File: config.mk
export PLATFORM = sky130hd
export DESIGN_NAME = display_mux_7s_n
export DESIGN_NICKNAME = d
export VERILOG_FILES = /design/src/rtl/display_mux_7s_n.sv
export SDC_FILE = /design/constraint.sdc
export NUM_CORES = 1
export LEC_CHECK = 0
export CAP_MARGIN = 20
export CELL_PAD_IN_SITES_DETAIL_PLACEMENT = 2
export CELL_PAD_IN_SITES_GLOBAL_PLACEMENT = 2
export CORE_UTILIZATION = 35
export DETAILED_ROUTE_END_ITERATION = 10
export GPL_TIMING_DRIVEN = 1
export PLACE_DENSITY = 0.86
export SYNTH_ARGS = -nofsm -noshare
export SYNTH_HDL_FRONTEND = slang
export SYNTH_SLANG_ARGS = --single-unit
File: constraint.sdc
create_clock -name clk -period 3.05 [get_ports clk]
set_clock_uncertainty 0.15 [all_clocks]
set_input_delay 0.305 -clock clk [delete_from_list [all_inputs] [get_ports clk]]
set_output_delay 0.305 -clock clk [all_outputs]
set_load 0.005 [all_outputs]
File: src/rtl/display_mux_7s_n.sv
// display_mux_7s_n: time-multiplexed hex driver for N common-anode 7-segment
// digits. Segments, decimal point and anodes are all active-low.
// A new value is captured into a staging register on load and only
// reaches the displayed (shadow) register at a frame boundary, so a frame
// never mixes old and new digits.
// Optional build macro DISPLAY_DIM_EN: PWM brightness within each digit slot,
// set by the bright input. Without it, bright is ignored (full duty).
module display_mux_7s_n #(
  parameter int N_DIGITS = 4,
  parameter int DIV      = 50000,
  parameter int CW       = 16
) (
  input  logic                  clk,
  input  logic                  rst,
  input  logic [4*N_DIGITS-1:0] x,
  input  logic [N_DIGITS-1:0]   dp_in,
  input  logic [N_DIGITS-1:0]   blank,
  input  logic                  load,
  input  logic [3:0]            bright,
  output logic [6:0]            D,
  output logic                  DP,
  output logic [N_DIGITS-1:0]   An,
  output logic                  frame_done
);

  localparam int IW = (N_DIGITS > 1) ? $clog2(N_DIGITS) : 1;

  logic [CW-1:0]         cnt;
  logic [IW-1:0]         idx;
  logic [4*N_DIGITS-1:0] stage_x, shadow_x;
  logic [N_DIGITS-1:0]   stage_dp, shadow_dp;
  logic [N_DIGITS-1:0]   stage_blank, shadow_blank;
  logic                  pending;

  logic                  tick, wrap;
  logic [3:0]            nib;
  logic                  dp_sel, blank_sel, lit;
  logic [N_DIGITS-1:0]   an_next;

  assign tick = (cnt == CW'(DIV - 1));
  assign wrap = tick && (idx == IW'(N_DIGITS - 1));

  // Select the shadow fields belonging to the digit currently being scanned.
  always_comb begin
    nib       = 4'h0;
    dp_sel    = 1'b0;
    blank_sel = 1'b0;
    for (int i = 0; i < N_DIGITS; i++) begin
      if (idx == IW'(i)) begin
        nib       = shadow_x[4*i +: 4];
        dp_sel    = shadow_dp[i];
        blank_sel = shadow_blank[i];
      end
    end
  end

`ifdef DISPLAY_DIM_EN
  logic [CW+4:0] on_limit;

  // Anode on-window inside the slot: (bright+1)/16 of the DIV cycles.
  always_comb begin
    on_limit = (((CW+5)'(bright) + (CW+5)'(1)) * (CW+5)'(DIV)) >> 4;
    lit      = ({5'b0, cnt} < on_limit);
  end
`else
  logic unused_bright;
  assign unused_bright = ^bright;
  assign lit           = 1'b1;
`endif

  // One-cold anode for the current digit, or all dark when blanked / dimmed.
  always_comb begin
    an_next = ~({{(N_DIGITS-1){1'b0}}, 1'b1} << idx);
    if (blank_sel || !lit)
      an_next = '1;
  end

  // Standard active-low hex font, segments ordered {g,f,e,d,c,b,a}.
  function automatic logic [6:0] font(input logic [3:0] v);
    case (v)
      4'h0: font = 7'b1000000;
      4'h1: font = 7'b1111001;
      4'h2: font = 7'b0100100;
      4'h3: font = 7'b0110000;
      4'h4: font = 7'b0011001;
      4'h5: font = 7'b0010010;
      4'h6: font = 7'b0000010;
      4'h7: font = 7'b1111000;
      4'h8: font = 7'b0000000;
      4'h9: font = 7'b0010000;
      4'hA: font = 7'b0001000;
      4'hB: font = 7'b0000011;
      4'hC: font = 7'b1000110;
      4'hD: font = 7'b0100001;
      4'hE: font = 7'b0000110;
      default: font = 7'b0001110;
    endcase
  endfunction

  // Prescaler, digit scan, frame pulse, staged load and registered decode.
  always_ff @(posedge clk) begin
    if (rst) begin
      cnt          <= '0;
      idx          <= '0;
      stage_x      <= '0;
      stage_dp     <= '0;
      stage_blank  <= '0;
      shadow_x     <= '0;
      shadow_dp    <= '0;
      shadow_blank <= '0;
      pending      <= 1'b0;
      frame_done   <= 1'b0;
      D            <= 7'h7F;
      DP           <= 1'b1;
      An           <= '1;
    end else begin
      cnt <= tick ? '0 : cnt + CW'(1);
      if (tick)
        idx <= wrap ? '0 : idx + IW'(1);
      frame_done <= wrap;

      if (load) begin
        stage_x     <= x;
        stage_dp    <= dp_in;
        stage_blank <= blank;
      end

      // A load coinciding with the frame boundary bypasses staging.
      if (wrap && load) begin
        shadow_x     <= x;
        shadow_dp    <= dp_in;
        shadow_blank <= blank;
        pending      <= 1'b0;
      end else if (wrap && pending) begin
        shadow_x     <= stage_x;
        shadow_dp    <= stage_dp;
        shadow_blank <= stage_blank;
        pending      <= 1'b0;
      end else if (load) begin
        pending <= 1'b1;
      end

      D  <= font(nib);
      DP <= ~dp_sel;
      An <= an_next;
    end
  end

endmodule

* Word-level counts from Yosys, hierarchy flattened
Memories as Yosys holds them, arrays and structs flattened. A register that Yosys moved wholly into a read port is not among the register bits.
Index checks and enable logic that the tools add are counted.
** Storage, ports and cells
- Bits in registers :: 73
- ROM bits :: 112
- Input bits :: 31
- Memories kept :: 1
- Output and inout bits :: 13
- Logic and storage cells :: 49
** Memories
- (no name shown) :: words 16, width 7, read ports 1, clocked after Yosys merged registers in 1, wr ports 0, RTL line 80 : case (v)
** Cells by class
- Add/subtract/negate cells :: 2
- Mux-type cells :: 19
- Shift operators :: 1
- Bitwise logic cells :: 2
- Eq/ne operators :: 4
- Reduce and logical (&&, ||, !) cells :: 8
** Operators with widths (count)
- $mux W16 :: 2
- $mux W4 :: 8
- $add A16 B1 Y16 const B :: 1
- $eq A16 B16 Y1 const B :: 1
- $mux W1 :: 8
- $eq A2 B2 Y1 const B :: 2
- $not A4 Y4 :: 1
- $reduce_or A2 Y1 :: 2
- $shl A1 B2 Y4 const A :: 1
- $logic_and A1 B1 Y1 :: 3
- $reduce_or A3 Y1 :: 1
- $add A2 B1 Y2 const B :: 1
- $eq A2 B1 Y1 const B :: 1
- $logic_not A2 Y1 :: 1
- $mux W2 :: 1
- $reduce_bool A2 Y1 :: 1
- $not A1 Y1 :: 1

* Longest topological paths before layout
Gate-level depths: netlist of the first run.
- Depth in word-level cells :: 6
- Depth in mapped cells :: 10
- Depth with buffers taken out :: 9

* Worst setup path before layout of the first run
No wires, ideal clock.
- Kind :: reg2reg
- From :: reg idx[1]
- To :: reg D[5]
- Data required time :: 2778 ps
- Buffers on the path :: 1
- Setup slack :: 666 ps
- Setup time :: 122 ps
- Stages on the path, launching flop included :: 11
- Data arrival time :: 2112 ps
- Clock period less this slack :: 2384 ps
- Cell sequence :: dfxtp_1 inv_1 ha_1 buf_2 a211oi_1 a211o_1 inv_1 ha_1 and3_1 a22o_1 a221o_1
** Between the ends
- Word-level cells in the longest chain between the ends :: 5
- Elaborated cells on any way between the ends :: 8
- Those cells by class :: 3 x eq/ne; 4 x mux; 1 x reduce/logical
** RTL lines
- start: declaration :: RTL line 29 : logic [IW-1:0] idx;
- start signal: assignment :: RTL line 119 : idx <= wrap ? '0 : idx + IW'(1);
- $logic_not A2 Y1 :: RTL line 49 : if (idx == IW'(i)) begin
- $mux W4 (3 in a row) :: RTL line 49
- $mux W4 * :: RTL line 49
- end: declaration :: RTL line 20 : output logic [6:0] D,
Every way passes the cells marked *; elsewhere a longest branch is shown, timed or not.
A chain may end at the register's enable or synchronous reset.

* Worst setup path after layout of the first run
- From :: reg idx[0]
- To :: reg D[5]
The elaborated chain is that of the path after synthesis.

==> results of run 1 <==
-- cell families after synthesis --
logic type | count (synthesis) | share of synthesized area
flip-flops | 80 | 0.4571
AND/OR/NAND/NOR | 127 | 0.1925
buffers and inverters | 33 | 0.04678
AO/OA/AOI/OAI | 69 | 0.1543
adder cells (fa/ha/maj) | 11 | 0.03929
multiplexers | 27 | 0.07750
XOR/XNOR | 13 | 0.03250
-- synth_stat cells (5+ instances only) --
cell type                   number
sky130_fd_sc_hd__dfxtp_1        80
sky130_fd_sc_hd__nor2_1         43
sky130_fd_sc_hd__mux2i_1        26
sky130_fd_sc_hd__nand2_1        23
sky130_fd_sc_hd__nand3_1        19
sky130_fd_sc_hd__a22oi_1        13
sky130_fd_sc_hd__o2bb2ai_1      13
sky130_fd_sc_hd__o21ai_1        12
sky130_fd_sc_hd__buf_2          11
sky130_fd_sc_hd__ha_1           11
sky130_fd_sc_hd__xor2_1         10
sky130_fd_sc_hd__clkbuf_1        8
sky130_fd_sc_hd__inv_1           7
sky130_fd_sc_hd__nor2b_1         6
sky130_fd_sc_hd__a211oi_1        5
sky130_fd_sc_hd__nand3b_1        5
-- final cells by class --
type / count / area, um2
clock inverters: 6 / 90.09
flip-flops and latches: 80 / 1602
clock buffers: 10 / 137.6
inverters: 8 / 30.03
fillers: 1072 / 5543
well taps: 133 / 166.4
multi-input cells: 247 / 1738
repair buffers: 44 / 422.9
-- routing by layer --
| layer | track usage | up-vias | wire (um) |
|---|---|---|---|
| met3 | 0.04514 | 18 | 278 |
| met2 | 0.3640 | 45 | 5116 |
| met5 | 0 | - | 0 |
| met1 | 0.2290 | 1430 | 4139 |
| met4 | 0.08681 | 0 | 201 |
| li1 | - | 1343 | - |
-- stage by stage --
stage / hold WS (ns) / utilization / setup WS, ns / total power (uW)
global placement: 0.2886 / 0.4069 / 0.4955 / 1238
floorplan: 0.2738 / - / 0.6665 / 1177
CTS: 0.3335 / 0.4303 / 0.3061 / 2136
detailed placement: 0.3029 / 0.4069 / 0.3692 / 1247
finish: 0.3298 / 0.4303 / 0.3185 / 2113
global route: 0.3456 / 0.4303 / 0.1738 / 2196
-- power by group through the flow --
stage	Combinational (uW)	Sequential [uW]	Clock (uW)
6_report	138	1080	890
5_1_grt	152	1090	956
4_1_cts	141	1090	910
3_5_place_dp	137	1110	0
3_3_place_gp	131	1110	0
2_1_floorplan	71.7	1110	0
-- final timing paths --
| kind | start | endpoint | slack (ns) | cells after the start |
|---|---|---|---|---|
| worst min-delay path | cnt[0] | cnt[0] | 0.33 | 1 |
| worst max-delay path | idx[0] | D[5] | 0.32 | 9 |
| worst max register to register | idx[0] | D[5] | 0.32 | 9 |
| worst min register to register | cnt[0] | cnt[0] | 0.33 | 1 |
-- flip-flops by register name, summed over array words and instances (netlist names) --
name,cells
stage_x,16
shadow_x,16
shadow_dp,4
stage_dp,4
stage_blank,4
D,7
idx,2
cnt,16
DP,1
An,4
shadow_blank,4
pending,1
frame_done,1
==> metrics.md, run 1 <==
| Metric | Value |
|---|---|
| Commonest cells after routing, fill and taps aside | `sky130_fd_sc_hd__dfxtp_1, sky130_fd_sc_hd__nor2_1, sky130_fd_sc_hd__clkdlybuf4s50_1, sky130_fd_sc_hd__mux2i_1, sky130_fd_sc_hd__nand2_1` |
| Setup-failing EPs final | `0` |
| Post-synth EDFFs | `0` |
| Unrepaired setup endpoints after global routing | `no` |
| Critical path buffers and inverters | `2` |
| GPL Wtd Cong | `0.7573` |
| Synth-to-Final Area Change | `19.50%` |
| Data arrival, critical path | `2.83 ns` |
| Part of the Yosys area used for sequential elements | `0.4571` |
| Final instance area | `4187 um2` |
| Post-detailed-route count of antenna-violating nets | `0` |
| Summed instance area of the synthesized netlist | `3503 um2` |
| Full die area | `10410 um2` |
| Hold violation total from the final report | `0` |
| Longest individual stage delay on the worst path | `0.42 ns` |
| Max Buffers Root-to-Sink | `2` |
| Number of iterations in the first detailed-routing pass | `4` |
| Detailed-route via count | `2836` |
| Post-detail-place hpwl | `6391 um` |
| Residual DRC | `0` |
| Gate family responsible for the most delay along the worst path | `compound AO/OA/AOI/OAI gates` |
| Comb power frac | `0.065` |
| Gr usage total | `0.2022` |
| Mean Syn Cell Area | `9.732 um2` |
| Number of clock sinks seen by CTS | `80` |
| Synth area leaders | `sky130_fd_sc_hd__dfxtp_1, sky130_fd_sc_hd__mux2i_1, sky130_fd_sc_hd__nor2_1, sky130_fd_sc_hd__ha_1, sky130_fd_sc_hd__o2bb2ai_1` |
| Portion of synthesized cell area occupied by the leading cell type | `0.4571` |
| Global-route wire length before repair | `15880 um` |
| Yosys reg bits | `80` |
| Leak | `0.001610 uW` |
| Internal power | `1628 uW` |
| Run status | `complete, no violations` |
| Clock-pin transition on the worst setup and hold timing paths | `0.08 ns` |
| Core Area | `9729 um2` |
| Total negative slack | `0 ns` |
| Slew at the pin closest to its max-slew limit | `1.072 ns` |
| Sequential share of power | `0.513` |
| Cell with the largest stage delay on the worst path | `sky130_fd_sc_hd__dfxtp_1` |
| Share of the clock period used by the worst path | `0.8956` |
| Yosys warning total | `0` |
| Final standard cell count with taps included and fillers excluded | `528` |
| I/O Buffers | `39` |
| Required time of the critical path | `3.15 ns` |
| Maximum clock frequency | `366.1 MHz` |
| Die boundary height | `102.0 um` |
| Width of the die | `102.0 um` |
| Most common cell after layout, fill and taps aside | `sky130_fd_sc_hd__dfxtp_1` |
| Cells after DPL | `512` |
| Fin. max-slew vios | `0` |
| Wire length per cell after detailed routing | `18.44 um` |
| Worst skew pair latency | `0.36 ns` |
| Crit path max fanout | `11` |
| Post-cts hold buffer count | `0` |
| Share of power burned in the clock network | `0.421` |
| Effective utilization at floorplan | `0.3601` |
| Pwr/cell area | `504.7 nW/um2` |
| Critical setup path kind | `reg -> reg` |
| Tmin final | `2.731 ns` |
| Remaining Overflow, GRT | `0` |
| Primary FF master, synth | `sky130_fd_sc_hd__dfxtp_1` |
| Antenna Diode Count | `0` |
| Maximum number of pins on one net before global-route repair | `38` |
| Antenna violations before repair | `0` |
| Worst IR Drop VDD | `0.0001931 V` |
| Yosys top cell by area | `sky130_fd_sc_hd__dfxtp_1` |
| Initial DRC count | `83` |
| TritonCTS clock tree | `yes` |
| Vias in the first global route | `3103` |
| CP Cell Sequence | `inv_1 -> ha_1 -> a211oi_1 -> a211o_1 -> inv_1 -> ha_1 -> and3_1 -> a22o_1 -> a221o_1` |
| Top Ports | `44` |
| Share of async-settable or async-resettable flops after synthesis | `0` |
| Cell Rows | `36` |
| Post-synthesis cell type count | `54` |
| Clock Tree Root | `sky130_fd_sc_hd__clkbuf_8` |
| CTS H-Tree Depth | `3` |
| Number of buffers created by CTS | `9` |
| Element type at the critical path end | `register` |
| Power spent charging and discharging nets | `485.4 uW` |
| Number of instances resized during post-cts repair | `0` |
| Cells after Synth | `360` |
| Hold/Removal Path Class | `reg -> reg` |
| Post-CTS setup repair buffer count | `0` |
| NumNets Final | `432` |
| Post-synthesis net count | `402` |
| Placed Area | `3959 um2` |
| Max-cap violation count | `0` |
| Wire length reported by the detailed router | `9736 um` |
| Remaining max-slew budget at the tightest pin | `0.2837` |
| Startpoint Class | `register` |
| Fraction of power spent switching nets | `0.2297` |
| Share of cells above drive strength 1 | `0.07848` |
| Number of vias per cell | `5.371` |
Power figures use the tool's default switching activity.
==> inputs of run 2 (changes only) <==
TNS_END_PERCENT = 30   (was unset)
==> results of run 2 <==
Same layout as run 1: the final DEF is identical, and so are final timing and power.
==> inputs of run 3 (changes only) <==
CTS_BUF_LIST = sky130_fd_sc_hd__clkbuf_4 sky130_fd_sc_hd__clkbuf_8 sky130_fd_sc_hd__clkbuf_16   (was unset)
RECOVER_POWER = 50   (was unset)
==> run 3 against run 2 <==
- worst setup slack worse by 0.0060 ns
- clock power about the same
- via count about the same
- the flow now finishes with violations (capacitance limit, slew limit)
- die area unchanged
- sequential share of layout area up 0.069 points
- design area down 0.18%
- maximum frequency down 0.22%
- count of clock-buffer cells in the layout unchanged
- wire length about the same
- combinational power about the same
- sequential cell count unchanged
- final cell count unchanged
==> metrics.md, run 3 (synthesized netlist as in run 1, its figures left out) <==
| Metric | Value |
|---|---|
| Comb power frac | `0.065` |
| Remaining Overflow, GRT | `0` |
| I/O Buffers | `39` |
| Post-cts hold buffer count | `0` |
| Final Power | `2111 uW` |
| Number of iterations in the first detailed-routing pass | `4` |
| Effective utilization at floorplan | `0.3601` |
| Power spent charging and discharging nets | `485.2 uW` |
| Pwr/cell area | `505.1 nW/um2` |
| Detailed-route via count | `2834` |
| NumNets Final | `432` |
| Most common cell after layout, fill and taps aside | `sky130_fd_sc_hd__dfxtp_1` |
| Hold/Removal Path Class | `reg -> reg` |
| Number of vias per cell | `5.367` |
| Worst skew pair latency | `0.36 ns` |
| Sequential share of power | `0.514` |
| GPL Wtd Cong | `0.7573` |
| Die boundary height | `102.0 um` |
| Clock-pin transition on the worst setup and hold timing paths | `0.08 ns` |
| Critical setup path kind | `reg -> reg` |
| Number of clock sinks seen by CTS | `80` |
| TritonCTS clock tree | `yes` |
| Post-detailed-route count of antenna-violating nets | `0` |
| Synth-to-Final Area Change | `19.29%` |
| Post-CTS setup repair buffer count | `0` |
| Hold violation total from the final report | `0` |
| Gr usage total | `0.2022` |
| Startpoint Class | `register` |
| Number of instances resized during post-cts repair | `0` |
| Share of the clock period used by the worst path | `0.8975` |
| Initial DRC count | `83` |
| Fraction of power spent switching nets | `0.2299` |
| Core Area | `9729 um2` |
| Beginning of the critical path | `idx[0]` |
| Residual DRC | `0` |
| Slew at the pin closest to its max-slew limit | `1.786 ns` |
| Cell Rows | `36` |
| Share of cells above drive strength 1 | `0.07342` |
| Total negative slack | `0 ns` |
| Tmin final | `2.737 ns` |
| Vias in the first global route | `3103` |
| Commonest cells after routing, fill and taps aside | `sky130_fd_sc_hd__dfxtp_1, sky130_fd_sc_hd__nor2_1, sky130_fd_sc_hd__mux2i_1, sky130_fd_sc_hd__clkdlybuf4s50_1, sky130_fd_sc_hd__nand2_1` |
| Max Buffers Root-to-Sink | `2` |
| Number of buffers created by CTS | `9` |
| Maximum clock frequency | `365.3 MHz` |
| CTS H-Tree Depth | `3` |
| Clock Tree Root | `sky130_fd_sc_hd__clkbuf_8` |
| Required time of the critical path | `3.15 ns` |
| Antenna Diode Count | `0` |
| Violations in the final reports | `capacitance limit, slew limit` |
| Leak | `0.001592 uW` |
| Wire length reported by the detailed router | `9739 um` |
| Wire length per cell after detailed routing | `18.45 um` |
| Antenna violations before repair | `0` |
| Maximum number of pins on one net before global-route repair | `38` |
| Share of power burned in the clock network | `0.422` |
| Width of the die | `102.0 um` |
| Max-cap violation count | `1` |
| Top Ports | `44` |
| Setup-failing EPs final | `0` |
| Post-detail-place hpwl | `6391 um` |
| Worst hold start | `cnt[0]` |
| Worst IR Drop VDD | `0.0001931 V` |
| Remaining max-slew budget at the tightest pin | `-0.1904` |
| Fin. max-slew vios | `38` |
| Biggest regs | `cnt: 16 flops, shadow_x: 16 flops, stage_x: 16 flops` |
| Critical R2R Launch | `idx[0]` |
| Internal power | `1626 uW` |
| Data arrival, critical path | `2.83 ns` |
| Element type at the critical path end | `register` |
| Full die area | `10410 um2` |
| Run status | `complete, but fails checks` |
| Crit path max fanout | `11` |
| Global-route wire length before repair | `15880 um` |
| Unrepaired setup endpoints after global routing | `no` |
[run 3: cell count changes in the layout (fill, tap and decap cells not counted), sizes merged]
cell | previous run | this run
dlygate4sd3 | 0 | 14
clkdlybuf4s50 | 38 | 24
clkbuf | 10 | 12
buf | 6 | 4
[run 3: critical path, cell delays in order, from the launching register on]
cell and delay (ns):
sky130_fd_sc_hd__dfxtp_1 0.42, sky130_fd_sc_hd__inv_1 0.10, sky130_fd_sc_hd__ha_1 0.35, sky130_fd_sc_hd__a211oi_1 0.30, sky130_fd_sc_hd__a211o_1 0.33, sky130_fd_sc_hd__inv_1 0.11, sky130_fd_sc_hd__ha_1 0.21, sky130_fd_sc_hd__and3_1 0.18
sky130_fd_sc_hd__a22o_1 0.19, sky130_fd_sc_hd__a221o_1 0.29
[run 3: routing by layer]
layer,part of all wire,GRT usage
met5,0,0
met4,0.021,0.08681
met3,0.029,0.04514
met2,0.52,0.3640
met1,0.43,0.2290
[run 3: final cells by class]
class                   instances  area (um2)
inverters                       8       30.03
multi-input cells             247        1738
flip-flops and latches         80        1602
fillers                      1076        5550
well taps                     133       166.4
repair buffers                 44       415.4
clock buffers                  10       137.6
clock inverters                 6       90.09
[run 3: worst paths after layout]
check / endpoint / cells after the start / slack, ns
max: D[5] / 9 / 0.31
max reg2reg: D[5] / 9 / 0.31
min: cnt[0] / 1 / 0.33
min reg2reg: cnt[0] / 1 / 0.33
[run 3: power groups by stage]
stage          sequential, uW  combinational [uW]  clock, uW
6_report                 1080                 136        890
5_1_grt                  1090                 150        956
4_1_cts                  1090                 141        910
3_5_place_dp             1110                 137          0
3_3_place_gp             1110                 131          0
2_1_floorplan            1110                71.7          0
[run 3: per-stage QoR]
step	instances	area, um2	hold WS, ns	worst slack [ns]	util
2_1_floorplan	360	3503	0.2738	0.6665	-
3_5_place_dp	512	3959	0.3029	0.3692	0.4069
6_report	528	4179	0.3298	0.3126	0.4295
4_1_cts	528	4187	0.3335	0.3061	0.4303
3_3_place_gp	512	3959	0.2886	0.4955	0.4069
5_1_grt	528	4179	0.3456	0.09598	0.4295
